File: src/rtl/lut_layer_pkg.sv
// rtl/lut_layer_pkg.sv - shared state encoding and sizing helper for the LUT neuron layer
package lut_layer_pkg;

  typedef enum logic {
    ST_LOAD = 1'b0,
    ST_RUN  = 1'b1
  } state_t;

  // A single-neuron layer still needs a one-bit select port.
  function automatic int neuron_idx_w(input int n);
    return (n > 1) ? $clog2(n) : 1;
  endfunction

endpackage

File: src/rtl/lut_neuron_ram.sv
// rtl/lut_neuron_ram.sv - one neuron truth table: synchronous write, combinational read
module lut_neuron_ram #(
  parameter int ADDR_W = 8,
  parameter int DATA_W = 1
) (
  input  logic              clk,
  input  logic              we,
  input  logic [ADDR_W-1:0] waddr,
  input  logic [DATA_W-1:0] wdata,
  input  logic [ADDR_W-1:0] raddr,
  output logic [DATA_W-1:0] rdata
);

  logic [DATA_W-1:0] mem [2**ADDR_W];

  // Contents are deliberately never reset so a table survives a layer reset.
  always_ff @(posedge clk) begin
    if (we) begin
      mem[waddr] <= wdata;
    end
  end

  assign rdata = mem[raddr];

endmodule

File: src/rtl/lut_neuron_layer.sv
// rtl/lut_neuron_layer.sv - parallel LUT neurons with load/run phases; LUT_LAYER_PARITY_EN adds per-entry parity and perr
module lut_neuron_layer
  import lut_layer_pkg::*;
#(
  parameter int IN_BITS     = 8,
  parameter int OUT_BITS    = 1,
  parameter int NUM_NEURONS = 4
) (
  input  logic                                 clk,
  input  logic                                 rst_n,
  input  logic                                 cfg_we,
  input  logic [neuron_idx_w(NUM_NEURONS)-1:0] cfg_neuron,
  input  logic [IN_BITS-1:0]                   cfg_addr,
  input  logic [OUT_BITS-1:0]                  cfg_data,
  input  logic                                 cfg_done,
  input  logic                                 in_valid,
  output logic                                 in_ready,
  input  logic [NUM_NEURONS*IN_BITS-1:0]       in_data,
  output logic                                 out_valid,
  input  logic                                 out_ready,
  output logic [NUM_NEURONS*OUT_BITS-1:0]      out_data,
`ifdef LUT_LAYER_PARITY_EN
  output logic                                 perr,
`endif
  output logic [15:0]                          lookups
);

  localparam int NW = neuron_idx_w(NUM_NEURONS);
`ifdef LUT_LAYER_PARITY_EN
  localparam int ENTRY_W = OUT_BITS + 1;
`else
  localparam int ENTRY_W = OUT_BITS;
`endif

  state_t                        state;
  logic                          accept;
  logic [ENTRY_W-1:0]            entry_wdata;
  logic [NUM_NEURONS*OUT_BITS-1:0] lookup_data;
`ifdef LUT_LAYER_PARITY_EN
  logic [NUM_NEURONS-1:0]        parity_miss;

  // Even parity: stored parity bit plus data must contain an even number of ones.
  assign entry_wdata = {^cfg_data, cfg_data};
`else
  assign entry_wdata = cfg_data;
`endif

  assign in_ready = (state == ST_RUN) && (!out_valid || out_ready);
  assign accept   = in_valid && in_ready;

  for (genvar n = 0; n < NUM_NEURONS; n++) begin : g_neuron
    logic               we_n;
    logic [ENTRY_W-1:0] rdata;

    assign we_n = cfg_we && (cfg_neuron == NW'(n));

    lut_neuron_ram #(
      .ADDR_W(IN_BITS),
      .DATA_W(ENTRY_W)
    ) u_ram (
      .clk  (clk),
      .we   (we_n),
      .waddr(cfg_addr),
      .wdata(entry_wdata),
      .raddr(in_data[n*IN_BITS +: IN_BITS]),
      .rdata(rdata)
    );

    assign lookup_data[n*OUT_BITS +: OUT_BITS] = rdata[OUT_BITS-1:0];
`ifdef LUT_LAYER_PARITY_EN
    assign parity_miss[n] = ^rdata;
`endif
  end

  // Read is combinational, so a same-cycle write lands after the old value is captured.
  always_ff @(posedge clk or negedge rst_n) begin
    if (!rst_n) begin
      state     <= ST_LOAD;
      out_valid <= 1'b0;
      out_data  <= '0;
      lookups   <= '0;
    end else begin
      if (state == ST_LOAD && cfg_done) begin
        state <= ST_RUN;
      end
      if (accept) begin
        out_valid <= 1'b1;
        out_data  <= lookup_data;
        if (lookups != 16'hFFFF) begin
          lookups <= lookups + 16'd1;
        end
      end else if (out_ready) begin
        out_valid <= 1'b0;
      end
    end
  end

`ifdef LUT_LAYER_PARITY_EN
  always_ff @(posedge clk or negedge rst_n) begin
    if (!rst_n) begin
      perr <= 1'b0;
    end else if (accept && |parity_miss) begin
      perr <= 1'b1;
    end
  end
`endif

endmodule

File: config.mk
export PLATFORM = sky130hd
export DESIGN_NAME = lut_neuron_layer
export DESIGN_NICKNAME = d
export VERILOG_FILES = /design/src/rtl/lut_layer_pkg.sv /design/src/rtl/lut_neuron_ram.sv /design/src/rtl/lut_neuron_layer.sv
export SDC_FILE = /design/constraint.sdc
export NUM_CORES = 2
export LEC_CHECK = 0
export BUFFER_PORTS_ARGS = -buffer_cell sky130_fd_sc_hd__buf_2
export CORE_AREA = 5 5 346 280
export CTS_CLUSTER_SIZE = 12
export DETAILED_ROUTE_END_ITERATION = 12
export DIE_AREA = 0 0 351 285
export GPL_TIMING_DRIVEN = 0
export PLACE_DENSITY = 0.65
export SLEW_MARGIN = 20
export SYNTH_ARGS = -nofsm -noshare
export SYNTH_HDL_FRONTEND = slang
export SYNTH_SLANG_ARGS = --single-unit
File: constraint.sdc
create_clock -name clk -period 2.93 [get_ports clk]
set_clock_uncertainty 0.2 [all_clocks]
set_input_delay 0.293 -clock clk [delete_from_list [all_inputs] [get_ports clk]]
set_output_delay 0.293 -clock clk [all_outputs]
set_load 0.005 [all_outputs]
==> Flow_metrics.wiki <==
{| class="wikitable"
! Metric !! Value
|-
| Fmax || 332 MHz
|-
| Final Hold Vio Count || 0
|-
| Die X-Extent || 351 µm
|-
| Post-synthesis sequential element count || 1046
|-
| Post-synth top area share || 0.667
|-
| Routability congestion estimate || 1.00
|-
| Area of the core region || 0.0927 mm²
|-
| Cell types occupying the most area after synthesis || sky130_fd_sc_hd__edfxtp_1 (67%), sky130_fd_sc_hd__mux4_2 (11%), sky130_fd_sc_hd__nor2_1 (8.8%)
|-
| Clock latency at the later pin of the worst-skew pair || 0.69 ns
|-
| Number of setup violations in the final report || 4
|-
| Result of the run || complete, but fails checks
|-
| Die Outline Area || 0.100 mm²
|-
| Fill cell instance count of the final layout || 7622
|-
| Effective utilization at floorplan || 0.497
|-
| Worst hold path type || input pin to register
|-
| Clk Tree Root Cell || sky130_fd_sc_hd__clkbuf_16
|-
| Category of the most critical setup path || input pin to register
|-
| Overall global routing resource usage || 0.327
|-
| Share of total power consumed by net switching || 0.238
|-
| Clock tree from TritonCTS || built
|-
| Initial DRC count || roughly 6800
|-
| Buffers added on ports || 55
|-
| Tightest Pin Transition || 1.32 ns
|-
| Fraction of registers with async set/reset || 0.0210
|-
| Buffers inserted during post-CTS setup optimization || 0
|-
| Antenna Violating Nets Remaining || 0
|-
| Leak || 15.5 nW
|-
| Detailed Place HPWL || 112000 µm
|-
| Period utilisation layout || 1.03
|-
| Top flip-flop cell by instance count after synthesis || sky130_fd_sc_hd__edfxtp_1
|-
| Synthesis-to-finish area growth || 12.1%
|-
| Maximum vdd drop || a little over 0.5 mV
|-
| Dominant cell by count in the synthesized netlist || sky130_fd_sc_hd__nor2_1
|-
| Internal || 0.0241 W
|-
| Clock sink count || 1046
|-
| Total power divided by cell area || 612 mW/mm²
|-
| Share of power burned in the clock network || 0.397
|-
| Number of violations of the max-capacitance limit || 0
|-
| Yosys cell types || 73
|-
| Count of boundary I/O pins || 71
|-
| Vias in the first global route || 29800
|-
| Critical path endpoint category || register
|-
| Worst-case setup margin in the final layout || -0.0811 ns
|-
| Instance count of the mapped netlist || 3371
|-
| Cell taking the most area after synthesis || sky130_fd_sc_hd__edfxtp_1
|-
| Via density || about 6.6
|-
| Average detailed-routed wire length per instance || 34.0 µm
|-
| Initial antenna violation count || 14
|-
| Number of vias in the routed layout || 32100
|-
| Total count of max-transition violations in the final report || 0
|-
| Largest fanout on the critical path || 10
|-
| Worst endpoint data arrival time || 3.38 ns
|-
| Maximum number of pins on one net before global-route repair || ~160
|-
| Most numerous cell types in the synthesized netlist || sky130_fd_sc_hd__nor2_1 (1075), sky130_fd_sc_hd__edfxtp_1 (1024), sky130_fd_sc_hd__nand2_1 (323)
|-
| Number of buffers on the longest clock path || 3
|-
| Standard-cell rows || 100
|-
| Sequential share of the synthesized area || 0.679
|-
| Worst setup SP type || input pin
|-
| Share of total power in sequential cells || 0.524
|-
| Data required time of the critical path || about 3.3 ns
|-
| Die H || 285 µm
|-
| Post-CTS clock slew at the launch and capture registers of the worst setup and hold paths || 0.06 ns
|-
| Aggregate routed wire length || 165000 µm
|-
| Slew headroom || 0.119
|-
| Syn Nets || 3421
|-
| Worst slack on hold paths || between 0.07 and 0.08 ns
|-
| Failing checks || negative setup slack
|-
| Wire length of the first global-routing pass || around 230000 µm
|-
| Switching power of the nets || 0.00752 W
|-
| DR DRC count || 0
|-
| Mean cell area of the mapped netlist || about 14 µm²
|-
| Count of H-tree levels built during CTS || 3
|-
| Number of enable flip-flop cells after synthesis || 1024
|-
| Overflow left after global routing || 0
|-
| Post-layout util || 0.557
|-
| Total number of nets in the final design || around 3600
|-
| CTS Buf Count || roughly 100
|-
| Iteration count of the initial detailed-routing pass || 7
|-
| Cell Area, Synth || 0.0461 mm²
|-
| Number of warnings issued by yosys || 0
|-
| Share of power burned in combinational logic || 0.079
|-
| Post-route minimum period || between 3 and 4 ns
|-
| Fraction of layout cells with a size suffix above 1 || 0.158
|-
| Setup repair after global routing missed its margin || no
|}
## cell usage in the layout (no fill, tap or decap), types with 32 or more instances in the layout
cell type	n
sky130_fd_sc_hd__nor2_1	1069
sky130_fd_sc_hd__buf_2	83
sky130_fd_sc_hd__clkbuf_16	108
sky130_fd_sc_hd__clkbuf_1	172
sky130_fd_sc_hd__nand2_1	323
sky130_fd_sc_hd__nand3_1	32
sky130_fd_sc_hd__mux2i_1	68
sky130_fd_sc_hd__a22oi_1	37
sky130_fd_sc_hd__clkbuf_2	32
sky130_fd_sc_hd__edfxtp_1	1024
sky130_fd_sc_hd__mux4_2	229
## final cells by class
type                            instances  area [µm²]  area share
Clock buffer                          143        2850      0.0553
Antenna cell                            9        22.5    0.000436
Buffer                                247        1190      0.0230
Inverter                               15        56.3     0.00109
Sequential cell                      1046       31300       0.606
Multi-Input combinational cell       2062       13800       0.268
Tap cell                             1224        1530      0.0296
Timing Repair Buffer                   84         708      0.0137
Clock inverter                         24         174     0.00337
## power groups by stage
| stage | Sequential (W) | Clock [W] | Combinational [W] |
|---|---|---|---|
| CTS | 0.0166 | 0.0125 | 0.00236 |
| detailed placement | 0.0169 | 0 | 0.00232 |
| finish | 0.0166 | 0.0125 | 0.00249 |
| floorplan | 0.0169 | 0 | 0.00106 |
| global placement | 0.0171 | 0 | 0.00225 |
| global route | 0.0166 | 0.0132 | 0.00249 |
## state kept, by name, indices dropped and copies added (netlist names)
| register | count |
|---|---|
| out_valid | 1 |
| out_data | 4 |
| lookups | 16 |
| state | 1 |
| g_neuron.u_ram.mem | 1024 |
## repair_timing
| action | CTS | global route |
|---|---|---|
| hold endpoints to repair | 59 | 0 |
| cloned | 0 | 0 |
| pin swaps | 0 | 1 |
| endpoints found under the setup margin | 4 | 4 |
| hold buffers | 12 | 0 |
| gates resized for setup | 41 | 19 |
## kinds of logic (layout without fill, tap and decap cells)
kind of cell    count (synthesis)  after routing  synth area share
simple gates                 1579           1579             0.138
flops                        1046           1046             0.679
mux                           317            317             0.132
buf+inv                       263            513            0.0234
compound gates                151            151            0.0249
xor+xnor                       14             14           0.00266
fa+ha+maj                       1              1          0.000271
other cells                     0              9                 0
## worst max-delay path: stages
cell and delay (ns):
sky130_fd_sc_hd__clkbuf_2 0.42, sky130_fd_sc_hd__clkbuf_2 0.54, sky130_fd_sc_hd__nor2b_1 0.64, sky130_fd_sc_hd__a22oi_1 0.16, sky130_fd_sc_hd__a21boi_0 0.57, sky130_fd_sc_hd__o21a_1 0.30, sky130_fd_sc_hd__o211ai_1 0.24, sky130_fd_sc_hd__o311ai_0 0.18
## routing by layer
| layer | global-route usage | part of all wire |
|---|---|---|
| met1 | 0.469 | 0.37 |
| met2 | 0.441 | 0.41 |
| met3 | 0.132 | 0.17 |
| met4 | 0.140 | 0.054 |
| met5 | 0.00389 | 0.00023 |
## final timing paths
| kind | cells after the start | slack, ns | from | to |
|---|---|---|---|---|
| setup / recovery | 8 | -0.08 | in_data[18] | out_data[2] |
| hold / removal | 4 | 0.08 | cfg_addr[2] | g_neuron[2].u_ram.mem[18] |
| setup reg to reg | 6 | 0.16 | g_neuron[2].u_ram.mem[251] | out_data[2] |
| hold reg to reg | 1 | 0.29 | lookups[5] | lookups[5] |
| max in group asynchronous | 4 | 1.92 | rst_n | out_data[3] |
| min in group asynchronous | 4 | 0.45 | rst_n | state |
## per-stage QoR
step	setup slack, ns	instance area [µm²]	TNS (ns)	std cells	total power, W
finish	-0.0811	51700	-0.264	4854	0.0316
global route	0.000407	51600	0	4846	0.0322
CTS	0.00210	51600	0	4845	0.0314
detailed placement	-1.54	48300	-43.49	4667	0.0192
global placement	-10.85	47900	-	4650	0.0193
floorplan	0.332	46100	0	3371	0.0179
Power figures use the tool's default switching activity.
